===== config.mk =====
export PLATFORM = sky130hd
export DESIGN_NAME = cmd_sequencer
export DESIGN_NICKNAME = d
export VERILOG_FILES = /design/src/rtl/cmd_pkg.sv /design/src/rtl/cmd_watchdog.sv /design/src/rtl/cmd_sequencer.sv
export SDC_FILE = /design/constraint.sdc
export NUM_CORES = 1
export LEC_CHECK = 0
export BUFFER_PORTS_ARGS = -buffer_cell sky130_fd_sc_hd__buf_2
export CORE_MARGIN = 1
export CORE_UTILIZATION = 26
export CTS_CLUSTER_DIAMETER = 60
export DETAILED_ROUTE_END_ITERATION = 6
export GPL_ROUTABILITY_DRIVEN = 0
export PLACE_DENSITY = 0.45
export RECOVER_POWER = 25
export SETUP_SLACK_MARGIN = 0.2
export SLEW_MARGIN = 0
export SYNTH_ARGS = -nofsm -noshare
export SYNTH_HDL_FRONTEND = slang
export SYNTH_HIERARCHICAL = 1
export SYNTH_SLANG_ARGS = --single-unit

===== constraint.sdc =====
create_clock -name sd_clock -period 6.1 [get_ports sd_clock]
set_input_delay 1.22 -clock sd_clock [delete_from_list [all_inputs] [get_ports sd_clock]]
set_output_delay 1.22 -clock sd_clock [all_outputs]
set_load 0.05 [all_outputs]

===== src/rtl/cmd_pkg.sv =====
// -----------------------------------------------------------------------------
// cmd_pkg
// Shared definitions for the SD CMD-line sequencer:
//   - state_t    : sequencer FSM state encoding
//   - CMD_W      : width of the command frame sent to the physical layer
//   - RESP_W     : width of the response returned by the physical layer
//   - START_BIT  : value of the frame start bit
//   - TX_BIT     : value of the frame transmission bit (host -> card)
//   - build_frame: assembles {start, transmission, index, argument}
// -----------------------------------------------------------------------------
package cmd_pkg;

  localparam int   CMD_W     = 40;
  localparam int   RESP_W    = 15;
  localparam int   IDX_W     = 6;
  localparam int   ARG_W     = 32;
  localparam logic START_BIT = 1'b0;
  localparam logic TX_BIT    = 1'b1;

  typedef enum logic [2:0] {
    IDLE      = 3'd0,
    SEND      = 3'd1,
    WAIT_ACK  = 3'd2,
    WAIT_RESP = 3'd3,
    RESP_ACK  = 3'd4,
    DONE      = 3'd5
  } state_t;

  // The physical layer appends CRC and end bit itself; the sequencer only
  // supplies the leading 40 bits.
  function automatic logic [CMD_W-1:0] build_frame(
    input logic [IDX_W-1:0] index,
    input logic [ARG_W-1:0] argument
  );
    return {START_BIT, TX_BIT, index, argument};
  endfunction

endpackage


===== src/rtl/cmd_watchdog.sv =====
// -----------------------------------------------------------------------------
// cmd_watchdog
// Per-state cycle counter for the command sequencer. The count restarts on
// the first cycle of every state and only advances while enabled (wait
// states). expire is a combinational pulse, high in the cycle whose edge
// takes the count to WATCHDOG_CYCLES-1, so the owner can leave the state
// on that same edge.
//
// Ports:
//   sd_clock  in   clock, rising edge
//   reset     in   synchronous, active-high
//   restart   in   first cycle of a new state: count treated as zero
//   enable    in   count this cycle (sequencer is in a wait state)
//   expire    out  budget used up; abort on this edge
// -----------------------------------------------------------------------------
module cmd_watchdog #(
  parameter int WATCHDOG_CYCLES = 1024,
  parameter int WD_W            = 11
) (
  input  logic sd_clock,
  input  logic reset,
  input  logic restart,
  input  logic enable,
  output logic expire
);

  logic [WD_W-1:0] count;
  logic [WD_W-1:0] count_cur;

  // A restart overrides whatever was left from the previous state so the
  // first cycle of each state always sees a zero count.
  assign count_cur = restart ? '0 : count;

  always_ff @(posedge sd_clock) begin
    if (reset) begin
      count <= '0;
    end else if (enable) begin
      count <= count_cur + WD_W'(1);
    end else begin
      count <= '0;
    end
  end

  // Fires on the edge where the count advances to WATCHDOG_CYCLES-1, which
  // puts the forced completion exactly WATCHDOG_CYCLES edges after entry.
  assign expire = enable && (count_cur == WD_W'(WATCHDOG_CYCLES - 2));

endmodule


===== src/rtl/cmd_sequencer.sv =====
// -----------------------------------------------------------------------------
// cmd_sequencer
// Command-level controller for the SD CMD physical layer. Latches a host
// command, builds the 40-bit frame, runs the strobe/ack handshake with the
// physical layer, collects the response (or timeout), retries on timeout and
// reports completion. A watchdog bounds every wait state.
//
// Ports:
//   sd_clock       in   clock, rising edge
//   reset          in   synchronous, active-high
//   new_command    in   host request pulse, sampled only in IDLE
//   cmd_index      in   [5:0]  command index
//   cmd_argument   in   [31:0] command argument
//   no_response    in   command expects no response
//   cmd_busy       out  acceptance .. cmd_done
//   cmd_done       out  one-cycle completion pulse
//   cmd_response   out  [14:0] last response (valid with cmd_done, no error)
//   cmd_error      out  retries exhausted or watchdog abort
//   retry_count    out  [1:0] retries used by the current/last command
//   phy_strobe     out  command valid to the physical layer
//   phy_ack        out  response consumed
//   phy_idle       out  sequencer idle
//   phy_cmd        out  [39:0] command frame
//   phy_ack_in     in   physical layer accepted the command
//   phy_strobe_in  in   response or timeout ready
//   phy_response   in   [14:0] response bits
//   phy_timeout    in   command timeout, qualified by phy_strobe_in
// -----------------------------------------------------------------------------
module cmd_sequencer
  import cmd_pkg::*;
#(
  parameter int MAX_RETRIES     = 2,
  parameter int WATCHDOG_CYCLES = 1024,
  parameter int WD_W            = 11
) (
  input  logic              sd_clock,
  input  logic              reset,
  input  logic              new_command,
  input  logic [IDX_W-1:0]  cmd_index,
  input  logic [ARG_W-1:0]  cmd_argument,
  input  logic              no_response,
  output logic              cmd_busy,
  output logic              cmd_done,
  output logic [RESP_W-1:0] cmd_response,
  output logic              cmd_error,
  output logic [1:0]        retry_count,
  output logic              phy_strobe,
  output logic              phy_ack,
  output logic              phy_idle,
  output logic [CMD_W-1:0]  phy_cmd,
  input  logic              phy_ack_in,
  input  logic              phy_strobe_in,
  input  logic [RESP_W-1:0] phy_response,
  input  logic              phy_timeout
);

  state_t state;
  state_t state_prev;
  state_t after_ack;     // where RESP_ACK goes once the handshake closes
  logic   no_resp_q;
  logic   err_pend;      // error decided earlier, published at DONE

  logic   wd_restart;
  logic   wd_enable;
  logic   wd_expire;

  // The watchdog budget is per state: a change of state restarts it.
  assign wd_restart = (state != state_prev);
  assign wd_enable  = (state == WAIT_ACK) || (state == WAIT_RESP) ||
                      (state == RESP_ACK);

  cmd_watchdog #(
    .WATCHDOG_CYCLES (WATCHDOG_CYCLES),
    .WD_W            (WD_W)
  ) u_watchdog (
    .sd_clock (sd_clock),
    .reset    (reset),
    .restart  (wd_restart),
    .enable   (wd_enable),
    .expire   (wd_expire)
  );

  always_ff @(posedge sd_clock) begin
    if (reset) begin
      state        <= IDLE;
      state_prev   <= IDLE;
      after_ack    <= IDLE;
      no_resp_q    <= 1'b0;
      err_pend     <= 1'b0;
      cmd_busy     <= 1'b0;
      cmd_done     <= 1'b0;
      cmd_response <= '0;
      cmd_error    <= 1'b0;
      retry_count  <= 2'd0;
      phy_strobe   <= 1'b0;
      phy_ack      <= 1'b0;
      phy_idle     <= 1'b1;
      phy_cmd      <= '0;
    end else begin
      state_prev <= state;
      cmd_done   <= 1'b0;

      case (state)
        IDLE: begin
          if (new_command) begin
            phy_cmd      <= build_frame(cmd_index, cmd_argument);
            no_resp_q    <= no_response;
            retry_count  <= 2'd0;
            cmd_response <= '0;
            cmd_error    <= 1'b0;
            err_pend     <= 1'b0;
            cmd_busy     <= 1'b1;
            phy_idle     <= 1'b0;
            state        <= SEND;
          end else begin
            // Covers the cmd_done cycle: busy falls right after the pulse.
            cmd_busy <= 1'b0;
          end
        end

        SEND: begin
          phy_strobe <= 1'b1;
          state      <= WAIT_ACK;
        end

        // A response strobe arriving here is deliberately not looked at;
        // it is picked up once WAIT_RESP is entered.
        WAIT_ACK: begin
          if (wd_expire) begin
            phy_strobe <= 1'b0;
            err_pend   <= 1'b1;
            state      <= DONE;
          end else if (phy_ack_in) begin
            phy_strobe <= 1'b0;
            state      <= no_resp_q ? DONE : WAIT_RESP;
          end
        end

        WAIT_RESP: begin
          if (wd_expire) begin
            err_pend <= 1'b1;
            state    <= DONE;
          end else if (phy_strobe_in) begin
            phy_ack <= 1'b1;
            state   <= RESP_ACK;
            if (!phy_timeout) begin
              cmd_response <= phy_response;
              after_ack    <= DONE;
            end else if (retry_count < 2'(MAX_RETRIES)) begin
              retry_count <= retry_count + 2'd1;
              after_ack   <= SEND;
            end else begin
              err_pend  <= 1'b1;
              after_ack <= DONE;
            end
          end
        end

        // Four-phase close: hold ack until the physical layer drops its
        // strobe, then take the path chosen in WAIT_RESP.
        RESP_ACK: begin
          if (wd_expire) begin
            phy_ack  <= 1'b0;
            err_pend <= 1'b1;
            state    <= DONE;
          end else if (!phy_strobe_in) begin
            phy_ack <= 1'b0;
            state   <= after_ack;
          end
        end

        DONE: begin
          cmd_done  <= 1'b1;
          cmd_error <= err_pend;
          phy_idle  <= 1'b1;
          state     <= IDLE;
        end

        default: begin
          phy_strobe <= 1'b0;
          phy_ack    <= 1'b0;
          phy_idle   <= 1'b1;
          cmd_busy   <= 1'b0;
          state      <= IDLE;
        end
      endcase
    end
  end

endmodule


# --- After elaboration in Yosys (flattened, before gate mapping) ---
# Cells that the tools add are included.
word_totals:
  out_inout_bits: 63
  wordCells: 108
  in_bits: 60
  reg_bits: 84
classes:
  reduce_logical: 23
  bitwise_logic: 5
  n_addsub: 2
  order_cmp: 1
  mux: 43
  n_eq_ne: 19
ops:
  columns: ["cell", "n"]
  rows:
  - ["15-bit 2-to-1 mux", 4]
  - ["3-bit 2-to-1 mux", 10]
  - ["15-bit one-hot mux with 2 select lines", 1]
  - ["3-bit by 2-bit inequality test with 1-bit output (second input constant)", 5]
  - ["3-bit one-hot mux with 5 select lines", 1]
  - ["1-bit 2-to-1 mux", 14]
  - ["6-bit AND reduction", 2]
  - ["4-bit OR reduction", 3]
  - ["11-bit by 1-bit adder with 11-bit output (second input constant)", 1]
  - ["11-bit by 10-bit equality test with 1-bit output (second input constant)", 1]
  - ["11-bit 2-to-1 mux", 1]
  - ["2-bit 2-to-1 mux", 5]
  - ["2-bit inequality test (second input constant)", 5]
  - ["1-bit one-hot mux with 3 select lines", 3]
  - ["2-bit AND reduction", 4]
  - ["4-bit AND reduction", 2]
  - ["3-bit by 2-bit equality test with 1-bit output (second input constant)", 2]
  - ["3-bit equality test (second input constant)", 2]
  - ["1-bit one-hot mux with 2 select lines", 3]
  - ["1-bit NOT", 5]
  - ["5-bit AND reduction", 1]
  - ["5-bit OR reduction", 1]
  - ["2-bit by 1-bit inequality test with 1-bit output (second input constant)", 2]
  - ["2-bit one-hot mux with 2 select lines", 1]
  - ["11 further kinds", 14]

# --- Longest topological paths before layout ---
# Gate-level depths: netlist of the first run.
depth:
  depth_word: 6
  ltp_mapped: 11

# --- By module ---
# The synthesis of the first run kept the hierarchy.
by_module_without_submodules:
  columns: ["mod", "area_each_um2", "cells_per_inst", "n_inst"]
  rows:
  - ["cmd_sequencer", 2927.8, 352, 1]
  - ["cmd_watchdog", 543.0, 62, 1]

# --- Worst setup path before layout of the first run ---
# OpenSTA, ideal clock, no wires.
synth_timing:
  path_type: "reg-to-reg"
  from: "reg state[0]"
  to: "reg state[1]"
  setup_ns: 0.123
  period_less_slack_ns: 3.168
  slack_ns: 2.932
  stages_incl_launch_ff: 11
  n_path_buf: 3
  arrival_ns: 3.045
  path_cell_list: "dfxtp_1 buf_2 buf_1 xnor2_1 nand3_1 or4b_2 nor4_1 clkbuf_1 or4_1 nand3_1 mux2_1"
synth_via:
  elab_chain_cells: 6
synth_lines:
  columns: ["item", "line_no", "source"]
  rows:
  - ["from (decl)", "cmd_sequencer.sv:57", "state_t state;"]
  - ["from (signal assigned)", "cmd_sequencer.sv:135", "state <= no_resp_q ? DONE : WAIT_RESP;"]
  - ["from (signal assigned)", "cmd_sequencer.sv:168", "state <= after_ack;"]
  - ["3-bit inequality test *", "cmd_sequencer.sv:68", "assign wd_restart = (state != state_prev);"]
  - ["named net wd_restart", "cmd_sequencer.sv:63", "logic wd_restart;"]
  - ["11-bit 2-to-1 mux *", "cmd_watchdog.sv:32", "assign count_cur = restart ? '0 : count;"]
  - ["11-bit by 10-bit equality test with 1-bit output *", "cmd_watchdog.sv:46", "assign expire = enable && (count_cur == WD_W'(WATCHDOG_CYCLES - 2));"]
  - ["1-bit logical AND *", "cmd_watchdog.sv:46", null]
  - ["named net wd_expire", "cmd_sequencer.sv:65", "logic wd_expire;"]
  - ["3-bit 2-to-1 mux (tied with other cells)", "cmd_sequencer.sv:162", "if (wd_expire) begin"]
  - ["3-bit one-hot mux with 5 select lines / 4-bit AND reduction (equally long branches)", null, null]
# The timed path passes the listed nets; every way through them passes the cells marked *.
# A chain may end at the register's enable or synchronous reset.

# --- Worst setup path in the final report of the first run ---
layout_timing:
  from: "in new_command"
  to: "reg retry_count[1]"
layout_via:
  elab_chain_cells: 2
layout_lines:
  columns: ["item", "line_no", "source"]
  rows:
  - ["from (decl)", "cmd_sequencer.sv:38", "input logic new_command,"]
  - ["2-bit inequality test (no source line)", null, null]
  - ["6-bit AND reduction (no source line)", null, null]
  - ["to (signal assigned)", "cmd_sequencer.sv:150", "retry_count <= retry_count + 2'd1;"]
  - ["to (decl)", "cmd_sequencer.sv:46", "output logic [1:0] retry_count,"]
# Every way passes these cells.

==> results of run 1 <==
-- cells in the mapped netlist, types with 5 or more instances --
cell type / n
dfxtp_1: 83
nand2_1: 83
a21oi_1: 52
nor2_1: 34
mux2i_1: 20
clkbuf_1: 16
and2_1: 15
o21ai_0: 13
inv_1: 9
buf_2: 7
nand2b_1: 7
nor2b_1: 7
nand3_1: 6
nor3_1: 5
-- how the worst max path moves through the flow --
stage | startpoint | end | cells past startpoint
after floorplan | state[0]$_SDFFE_PP0P_ | state[1]$_SDFFE_PP0P_ | 10
after CTS | state[0]$_SDFFE_PP0P_ | cmd_response[1]$_SDFFE_PP0P_ | 9
after detailed placement | state[0]$_SDFFE_PP0P_ | cmd_response[10]$_SDFFE_PP0P_ | 9
final | new_command | retry_count[1]$_SDFFE_PP0P_ | 6
after global routing | new_command | retry_count[1]$_SDFFE_PP0P_ | 6
after global placement | state[0]$_SDFFE_PP0P_ | cmd_response[0]$_SDFFE_PP0P_ | 9
-- flip-flops by register name, indices dropped and copies added (netlist names) --
register and cells:
after_ack 2, cmd_busy 1, cmd_done 1, cmd_error 1, cmd_response 15, err_pend 1, no_resp_q 1, phy_ack 1
phy_cmd 39, phy_idle 1, phy_strobe 1, retry_count 2, state 3, state_prev 3, u_watchdog/count 11
-- layout make-up --
class                      count  area, sq um  share of cell area (%)
clock buffer                  15          278                    6.26
clock inverter                 1         30.0                   0.677
inverter                       9         33.8                   0.762
multi-input combinational    292         1640                    36.9
sequential                    83         1660                    37.5
tap                          172          215                    4.85
timing repair buffer         124          582                    13.1
-- critical path, stage by stage --
cell	delay (ns)
clkbuf_1	0.23
nor4b_4	0.35
clkbuf_1	1.38
o2bb2ai_1	0.25
o21ai_0	0.23
o21ai_0	0.10
-- layer usage --
metal | vias to the layer above | GRT usage [%] | routed length, um
met5 | - | 0 | 0
li1 | 1588 | - | -
met2 | 94 | 21.5 | 4030
met4 | 0 | 3.61 | 84
met1 | 1418 | 16.5 | 4180
met3 | 5 | 5.09 | 564
-- kinds of logic (layout without fill, tap and decap cells) --
kind of cell | count (synthesis) | count (layout) | share of synthesized area (%)
flops | 83 | 83 | 47.9
simple gates | 187 | 187 | 26.7
mux | 21 | 21 | 6.09
other cells | 1 | 1 | 0.108
xor+xnor | 7 | 7 | 1.77
compound gates | 76 | 76 | 12.4
buf+inv | 39 | 149 | 5.01
-- power groups by stage --
stage          registers [mW]  logic, mW  clock network (mW)
2_1_floorplan           0.911      0.376                   0
3_3_place_gp            0.717      0.720                   0
3_5_place_dp            0.720      0.729                   0
4_1_cts                 0.709      0.730               0.586
5_1_grt                 0.724      0.773               0.602
6_report                0.709      0.707               0.561
-- cells in the final DEF (no fill, tap or decap), types with 2 or more instances in the layout --
master / instances
and3b_1: 2
nor4_1: 3
xnor2_1: 4
nand3b_1: 2
and2_1: 15
or4_1: 4
nand3_1: 6
o31ai_1: 3
nor2_1: 34
o21ai_0: 13
xor2_1: 3
dfxtp_1: 83
nand2b_1: 7
a211oi_1: 2
or3_1: 4
clkbuf_1: 38
buf_2: 87
nor3b_1: 2
buf_4: 2
a21oi_1: 52
nor3_1: 5
nand2_1: 83
or2_2: 2
clkbuf_8: 3
nand4_1: 2
inv_1: 9
mux2i_1: 20
nor2b_1: 7
clkbuf_16: 9
-- metrics by stage --
step	setup slack, ns	cells	total power [mW]
after floorplan	2.93	414	1.29
after global placement	2.79	680	1.44
after detailed placement	2.69	680	1.45
after CTS	2.66	696	2.03
after global routing	2.13	696	2.10
final	2.55	696	1.98
==> results.sh, run 1 <==
export IMPL_vias=3105
export IMPL_ant_nets=0
export IMPL_firstDrtPassIters=6
export IMPL_die_area_sq_um=13800
export IMPL_diodes=0
export IMPL_min_from="phy_cmd[6]$_SDFFE_PP0P_"
export IMPL_r2r_slack_ns=2.62
export IMPL_synth_seq_cells=83
export IMPL_power_density_nw_per_um2=446
export IMPL_tightest_slew_ns=1.86
export IMPL_status="finished with violations"
export IMPL_layout_nets=579
export IMPL_synth_cells=414
export IMPL_drt_iter0_markers=135
export IMPL_synth_area_sq_um=3470
export IMPL_ys_types=46
export IMPL_p_comb_share_pct=35.8
export IMPL_grt_max_degree=48
export IMPL_grt_pass1_vias=2935
export IMPL_synth_top_cell_by_area="dfxtp_1"
export IMPL_cp_end_kind="flip-flop"
export IMPL_dpl_hpwl_mm=5.99
export IMPL_hold_path_end="phy_cmd[6]$_SDFFE_PP0P_"
export IMPL_seqPwrFrac_pct=35.9
export IMPL_viasPerCell=4.46
export IMPL_peakVddDrop_uv=182
export IMPL_grt_use_total_pct=13.3
export IMPL_routed_wirelength_mm=8.86
export IMPL_hold_ws_ns=0.451
export IMPL_max_clock_freq_mhz=282
export IMPL_p_leak_nw=1.80
export IMPL_yosysTopAreaCellShare_pct=47.9
export IMPL_synth_async_sr_flop_share_pct=0
export IMPL_drv_cap=1
export IMPL_power_internal_mw=1.19
export IMPL_hold_class="reg2reg"
export IMPL_setup_viol=0
export IMPL_area_growth_pct=27.8
export IMPL_core_area_sq_um=12800
export IMPL_cts_buffer_depth=2
export IMPL_clockRootBuffer="clkbuf_16"
export IMPL_die_y_um=118
export IMPL_reg2reg_depth=9
export IMPL_worstPathArrival_ns=3.76
export IMPL_drc=0
export IMPL_portBuffers=121
export IMPL_switching_share_pct=40.0
export IMPL_finalMaxSlewViolations=43
export IMPL_syn_nets=474
export IMPL_row_count=41
export IMPL_clock_skew_ns=0.00473
export IMPL_pin_count=123
export IMPL_yosysWarnings=6
export IMPL_rsz0062_at_grt="no"
export IMPL_drive_gt1_share_pct=21.0
export IMPL_start_util_pct=27.1
export IMPL_cts_tree="built"
export IMPL_wl_per_cell_um=12.7
export IMPL_finalInstanceArea_sq_um=4440
export IMPL_overflow=0
export IMPL_clock_sinks=83
export IMPL_hold_depth=2
export IMPL_synth_edf_count=0
export IMPL_synth_area_leaders="dfxtp_1 48%, nand2_1 9.0%, a21oi_1 7.5%, mux2i_1 5.8%, nor2_1 3.7%"
export IMPL_timing_setup_tns_ns=0
export IMPL_hold_viol_final=0
export IMPL_maxSlewHeadroom_pct=-24.1
export IMPL_r2r_start="state[0]$_SDFFE_PP0P_"
export IMPL_synth_flop_cell="dfxtp_1"
export IMPL_cts_resized=0
export IMPL_min_period_ns=3.55
export IMPL_critical_path_class="in2reg"
export IMPL_htree_levels=3
export IMPL_grt_pass1_wl_mm=14.8
export IMPL_cts_setup_buffers=0
export IMPL_pwr_share_clk_pct=28.4
export IMPL_p_switching_mw=0.791
export IMPL_avgSynthCellArea_sq_um=8.38
export IMPL_utilization_pct=34.6
export IMPL_ys_seq_area_share_pct=47.9
export IMPL_crit_required_ns=6.31
export IMPL_reg2reg_to="cmd_response[1]$_SDFFE_PP0P_"
export IMPL_fin_crit_sh_pct=58.2
export IMPL_path_clk_slew_ns=0.06
export IMPL_failed_checks="capacitance limit, slew limit"
export IMPL_critPathMaxFanout=42
export IMPL_place_area_sq_um=4170
export IMPL_antenna_found_initial=0
export IMPL_cts_made_buffers=9
export IMPL_cp_start_kind="input pin"
export IMPL_die_width_um=118
export IMPL_clock_latency_ns=0.34
export IMPL_cts_hold_repair_buffers=0
export IMPL_fillers=1396
No activity file was read; power rests on OpenSTA's default activity.
==> run 2, diff against run 1 <==
--- a/config.mk
+++ b/config.mk
@@ -11,7 +11,7 @@
 export CTS_CLUSTER_DIAMETER = 60
 export DETAILED_ROUTE_END_ITERATION = 6
 export GPL_ROUTABILITY_DRIVEN = 0
-export PLACE_DENSITY = 0.45
+export PLACE_DENSITY = 0.47
 export RECOVER_POWER = 25
 export SETUP_SLACK_MARGIN = 0.2
 export SLEW_MARGIN = 0
==> constraint.sdc (replaced) <==
create_clock -name sd_clock -period 2.9 [get_ports sd_clock]
set_input_delay 0.58 -clock sd_clock [delete_from_list [all_inputs] [get_ports sd_clock]]
set_output_delay 0.58 -clock sd_clock [all_outputs]
set_load 0.05 [all_outputs]
==> run 2 against run 1 <==
Net effect:
- the flow still finishes with violations (capacitance limit, slew limit)
- routed wire length increased by 1.1%
- die area unchanged
- non-clock buffer count grew 6
- combinational power rose by 130%
- first-iteration DRC count increased by 48%
- flip-flop and latch count did not move
- global-route usage is 0.090 points lower
- sequential share of layout area shrank 0.58 points
- clock-buffer cell count shrank 2
- hold slack about the same
- final area up 1.8%
- largest power group is now combinational logic
- highest routed layer unchanged
==> results.sh, run 2 (synthesis gave the netlist of run 1 again) <==
export IMPL_grt_pass1_vias=2928
export IMPL_firstDrtPassIters=4
export IMPL_die_width_um=118
export IMPL_wl_per_cell_um=12.8
export IMPL_hold_ws_ns=0.451
export IMPL_layout_nets=585
export IMPL_finalMaxSlewViolations=48
export IMPL_p_total_mw=4.24
export IMPL_reg2reg_depth=8
export IMPL_mostFrequentLayoutCells="91 x buf_2, 83 x nand2_1, 80 x dfxtp_1, 52 x a21oi_1, 34 x nor2_1"
export IMPL_pin_count=123
export IMPL_regMostFlops="phy_cmd"
export IMPL_reg_largest_list="phy_cmd x39, cmd_response x15, u_watchdog/count x11"
export IMPL_drc=0
export IMPL_diodes=0
export IMPL_row_count=41
export IMPL_clock_skew_ns=0.00621
export IMPL_dpl_hpwl_mm=6.18
export IMPL_maxSlewHeadroom_pct=-37.7
export IMPL_cts_setup_buffers=0
export IMPL_grt_pass1_wl_mm=14.6
export IMPL_htree_levels=3
export IMPL_cp_start_kind="flip-flop"
export IMPL_ant_nets=0
export IMPL_p_switching_mw=1.70
export IMPL_grt_use_total_pct=13.2
export IMPL_path_clk_slew_ns=0.06
export IMPL_hold_depth=2
export IMPL_critPathMaxFanout=15
export IMPL_vias=3121
export IMPL_p_leak_nw=1.86
export IMPL_viasPerCell=4.45
export IMPL_worstPathArrival_ns=2.70
export IMPL_timing_setup_tns_ns=0
export IMPL_pre_cts_ws_ns=0.278
export IMPL_layout_commonest_cell="buf_2"
export IMPL_seqPwrFrac_pct=33.7
export IMPL_area_growth_pct=30.1
export IMPL_min_period_ns=2.55
export IMPL_switching_share_pct=40.2
export IMPL_max_clock_freq_mhz=392
export IMPL_p_comb_share_pct=38.5
export IMPL_clockRootBuffer="clkbuf_16"
export IMPL_core_area_sq_um=12800
export IMPL_fillers=1431
export IMPL_portBuffers=121
export IMPL_die_area_sq_um=13800
export IMPL_setup_viol=0
export IMPL_rsz0062_at_grt="no"
export IMPL_antenna_found_initial=0
export IMPL_drive_gt1_share_pct=24.0
export IMPL_hold_class="reg2reg"
export IMPL_critical_path_class="reg2reg"
export IMPL_start_util_pct=27.1
export IMPL_fin_crit_sh_pct=88.0
export IMPL_grt_max_degree=48
export IMPL_cp_end_kind="flip-flop"
export IMPL_cts_buffer_depth=2
export IMPL_crit_required_ns=3.04
export IMPL_overflow=0
export IMPL_setup_ws_ns=0.349
export IMPL_power_density_nw_per_um2=939
export IMPL_status="finished with violations"
export IMPL_drv_cap=1
export IMPL_cts_made_buffers=9
export IMPL_utilization_pct=35.2
export IMPL_drt_iter0_markers=200
export IMPL_routed_wirelength_mm=8.96
export IMPL_power_internal_mw=2.54
export IMPL_pwr_share_clk_pct=27.9
export IMPL_clock_sinks=83
export IMPL_tightest_slew_ns=2.07
export IMPL_peakVddDrop_uv=374
export IMPL_cts_tree="built"
export IMPL_failed_checks="capacitance limit, slew limit"
export IMPL_clock_latency_ns=0.34
export IMPL_die_y_um=118
export IMPL_hold_viol_final=0
export IMPL_largest_register_ffs=39
[run 2: power groups by stage]
stage | Combinational [mW] | Clock (mW) | Sequential, mW
after floorplan | 0.827 | 0 | 1.92
after global placement | 1.66 | 0 | 1.44
after detailed placement | 1.66 | 0 | 1.45
after CTS | 1.67 | 1.23 | 1.43
after global routing | 1.77 | 1.27 | 1.45
final | 1.63 | 1.18 | 1.43
[run 2: path summary, 6_finish.rpt]
| check | slack, ns | end | startpoint |
|---|---|---|---|
| setup / recovery | 0.35 | cmd_response[3]$_SDFFE_PP0P_ | state[2]$_SDFFE_PP0P_ |
| hold / removal | 0.45 | phy_cmd[18]$_SDFFE_PP0P_ | phy_cmd[18]$_SDFFE_PP0P_ |
| setup reg to reg | 0.35 | cmd_response[3]$_SDFFE_PP0P_ | state[2]$_SDFFE_PP0P_ |
| hold reg to reg | 0.45 | phy_cmd[18]$_SDFFE_PP0P_ | phy_cmd[18]$_SDFFE_PP0P_ |
[run 2: worst max-delay path, stage by stage (launching register included)]
cell       delay [ns]
dfxtp_2          0.41
xnor2_1          0.16
nand3_2          0.10
or4b_4           0.55
nor4_4           0.25
and4bb_2         0.33
a2bb2oi_4        0.27
mux2i_1          0.22
nor2_1           0.06
[run 2: layer usage]
| layer | track usage (%) | up-vias | wire, um |
|---|---|---|---|
| met5 | 0 | - | 0 |
| met4 | 4.01 | 0 | 95 |
| met3 | 5.18 | 7 | 572 |
| met2 | 21.6 | 80 | 4310 |
| met1 | 16.0 | 1433 | 3980 |
| li1 | - | 1601 | - |
[run 2: layout make-up]
cell class | instances | area, sq um | share of cell area [%]
well taps | 172 | 215 | 4.77
clock inverters | 3 | 46.3 | 1.03
flip-flops and latches | 83 | 1670 | 36.9
clock buffers | 13 | 260 | 5.76
repair buffers | 130 | 636 | 14.1
multi-input cells | 292 | 1660 | 36.7
inverters | 9 | 33.8 | 0.748
[run 2: per-stage QoR]
step	cells	area (sq um)
finish	702	4520
global route	702	4520
CTS	702	4550
detailed placement	686	4240
global placement	686	4240
floorplan	414	3510
[run 2: timing repair]
item / 4_1_cts / 5_1_grt
resized for setup: 0 / 3
endpoints found under the hold margin: 0 / 0
hold buffers: 0 / 0
endpoints found under the setup margin: 0 / 19
==> run 3, diff against run 2 <==
--- a/config.mk
+++ b/config.mk
@@ -7,14 +7,14 @@
 export LEC_CHECK = 0
 export BUFFER_PORTS_ARGS = -buffer_cell sky130_fd_sc_hd__buf_2
 export CORE_MARGIN = 1
-export CORE_UTILIZATION = 26
+export CORE_UTILIZATION = 45
 export CTS_CLUSTER_DIAMETER = 60
 export DETAILED_ROUTE_END_ITERATION = 6
 export GPL_ROUTABILITY_DRIVEN = 0
-export PLACE_DENSITY = 0.47
+export PLACE_DENSITY = 0.85
 export RECOVER_POWER = 25
 export SETUP_SLACK_MARGIN = 0.2
-export SLEW_MARGIN = 0
+export SLEW_MARGIN = 25
 export SYNTH_ARGS = -nofsm -noshare
 export SYNTH_HDL_FRONTEND = slang
 export SYNTH_HIERARCHICAL = 1
==> run 3 against run 2 <==
Net effect:
- the run still ends with capacitance limit, slew limit left
- setup slack lost 0.026 ns
- sequential share of layout area up 1.4 points
- sequential power about the same
==> results.sh, run 3 (synthesis gave the netlist of run 1 again) <==
export IMPL_max_clock_freq_mhz=388
export IMPL_portBuffers=121
export IMPL_wl_per_cell_um=12.4
export IMPL_r2r_start="state[0]$_SDFFE_PP0P_"
export IMPL_htree_levels=3
export IMPL_crit_required_ns=3.14
export IMPL_place_area_sq_um=4140
export IMPL_regMostFlops="phy_cmd"
export IMPL_area_growth_pct=25.6
export IMPL_die_y_um=89.8
export IMPL_timing_setup_tns_ns=0
export IMPL_fillers=696
export IMPL_clock_sinks=83
export IMPL_min_from="phy_cmd[27]$_SDFFE_PP0P_"
export IMPL_power_density_nw_per_um2=904
export IMPL_grt_pass1_vias=3176
export IMPL_tightest_slew_ns=2.05
export IMPL_core_area_sq_um=7370
export IMPL_hold_viol_final=0
export IMPL_grt_max_degree=48
export IMPL_grt_use_total_pct=20.9
export IMPL_clockRootBuffer="clkbuf_8"
export IMPL_layout_commonest_cell="buf_2"
export IMPL_largest_register_ffs=39
export IMPL_fin_crit_sh_pct=88.9
export IMPL_path_clk_slew_ns=0.08
export IMPL_die_width_um=89.8
export IMPL_row_count=31
export IMPL_drt_iter0_markers=121
export IMPL_peakVddDrop_uv=526
export IMPL_dpl_hpwl_mm=5.47
export IMPL_setup_ws_ns=0.323
export IMPL_antenna_found_initial=0
export IMPL_slowest_stage="or4b_4"
export IMPL_startpoint="state[0]$_SDFFE_PP0P_"
export IMPL_critPathMaxFanout=8
export IMPL_cp_end_kind="flip-flop"
export IMPL_reg_largest_list="phy_cmd x39, cmd_response x15, u_watchdog/count x11"
export IMPL_cts_tree="built"
export IMPL_status="finished with violations"
export IMPL_grt_pass1_wl_mm=13.9
export IMPL_cts_made_buffers=9
export IMPL_clock_skew_ns=0.00745
export IMPL_vias=3172
export IMPL_diodes=0
export IMPL_pre_cts_ws_ns=0.288
export IMPL_drc=0
export IMPL_p_leak_nw=1.82
export IMPL_die_area_sq_um=8070
export IMPL_hold_class="reg2reg"
export IMPL_cts_buffer_depth=2
export IMPL_maxSlewHeadroom_pct=-36.5
export IMPL_overflow=0
export IMPL_layout_nets=586
export IMPL_critPathMaxStageDelay_ns=0.56
export IMPL_start_util_pct=47.1
export IMPL_firstDrtPassIters=4
export IMPL_rsz0062_at_grt="no"
export IMPL_cts_hold_repair_buffers=0
export IMPL_clock_latency_ns=0.35
export IMPL_finalInstanceArea_sq_um=4360
export IMPL_path_cells="xnor2_2, nand3_2, or4b_4, nor4_4, buf_4, buf_4, nor2_1, nand3_1, nand3_1, mux2_1"
export IMPL_viasPerCell=5.03
export IMPL_finalMaxSlewViolations=48
export IMPL_failed_checks="capacitance limit, slew limit"
export IMPL_ant_nets=0
export IMPL_min_period_ns=2.58
export IMPL_pin_count=123
export IMPL_worstPathArrival_ns=2.81
export IMPL_critical_path_class="reg2reg"
export IMPL_cp_start_kind="flip-flop"
export IMPL_drive_gt1_share_pct=24.3
export IMPL_drv_cap=1
export IMPL_mostFrequentLayoutCells="88 x buf_2, 83 x nand2_1, 80 x dfxtp_1, 52 x a21oi_1"
export IMPL_setup_viol=0
export IMPL_routed_wirelength_mm=7.80
## run 3: cell types whose count changed in the layout (fill, tap and decap cells not counted), moves of 2 or more
cell | previous run | this run
clkbuf_16 | 9 | 0
clkbuf_8 | 2 | 9
buf_2 | 91 | 88
clkbuf_1 | 32 | 34
## run 3: where the power goes
group	internal [mW]	switching, mW	leakage (nW)
Clock	0.487	0.408	0.106
Combinational	0.495	1.12	1.04
Sequential	1.32	0.106	0.678
## run 3: area by class of cell
type / count / area, sq um / area share [%]
Sequential cell: 83 / 1670 / 38.3
Tap cell: 99 / 124 / 2.84
Clock inverter: 6 / 90.1 / 2.07
Multi-Input combinational cell: 292 / 1680 / 38.5
Inverter: 9 / 33.8 / 0.775
Clock buffer: 10 / 128 / 2.93
Timing Repair Buffer: 131 / 639 / 14.7
## run 3: layer usage
layer	GRT usage, %	share of wire (%)
met1	23.6	43
met2	37.4	48
met3	6.77	7.8
met4	6.15	1.8
met5	0	0
## run 3: path summary, 6_finish.rpt
path	end	slack, ns	depth (start not counted)
max	state[1]$_SDFFE_PP0P_	0.32	10
min	phy_cmd[27]$_SDFFE_PP0P_	0.45	2
max reg2reg	state[1]$_SDFFE_PP0P_	0.32	10
min reg2reg	phy_cmd[27]$_SDFFE_PP0P_	0.45	2
## run 3: repair_timing
item / 4_1_cts / 5_1_grt
gates resized for setup: 0 / 9
buffers inserted: 0 / 3
endpoints found under the setup margin: 0 / 18
## run 3: worst max-delay path, delay by kind of cell, from the launching register on
kind	cells	cell delay [ns]
buffers and inverters	2	0.30
flip-flops	1	0.37
multiplexers	1	0.33
XOR/XNOR	1	0.16
AND/OR/NAND/NOR	6	1.29
## run 3: stage by stage
| stage | hold slack (ns) | total power, mW | cells | util, % |
|---|---|---|---|---|
| after detailed placement | 0.445 | 3.06 | 611 | 56.1 |
| final | 0.454 | 3.94 | 630 | 59.2 |
| after global routing | 0.441 | 4.19 | 630 | 59.2 |
| after global placement | 0.439 | 3.02 | 611 | 56.1 |
| after floorplan | 0.437 | 2.75 | 414 | - |
| after CTS | 0.439 | 3.96 | 627 | 59.1 |
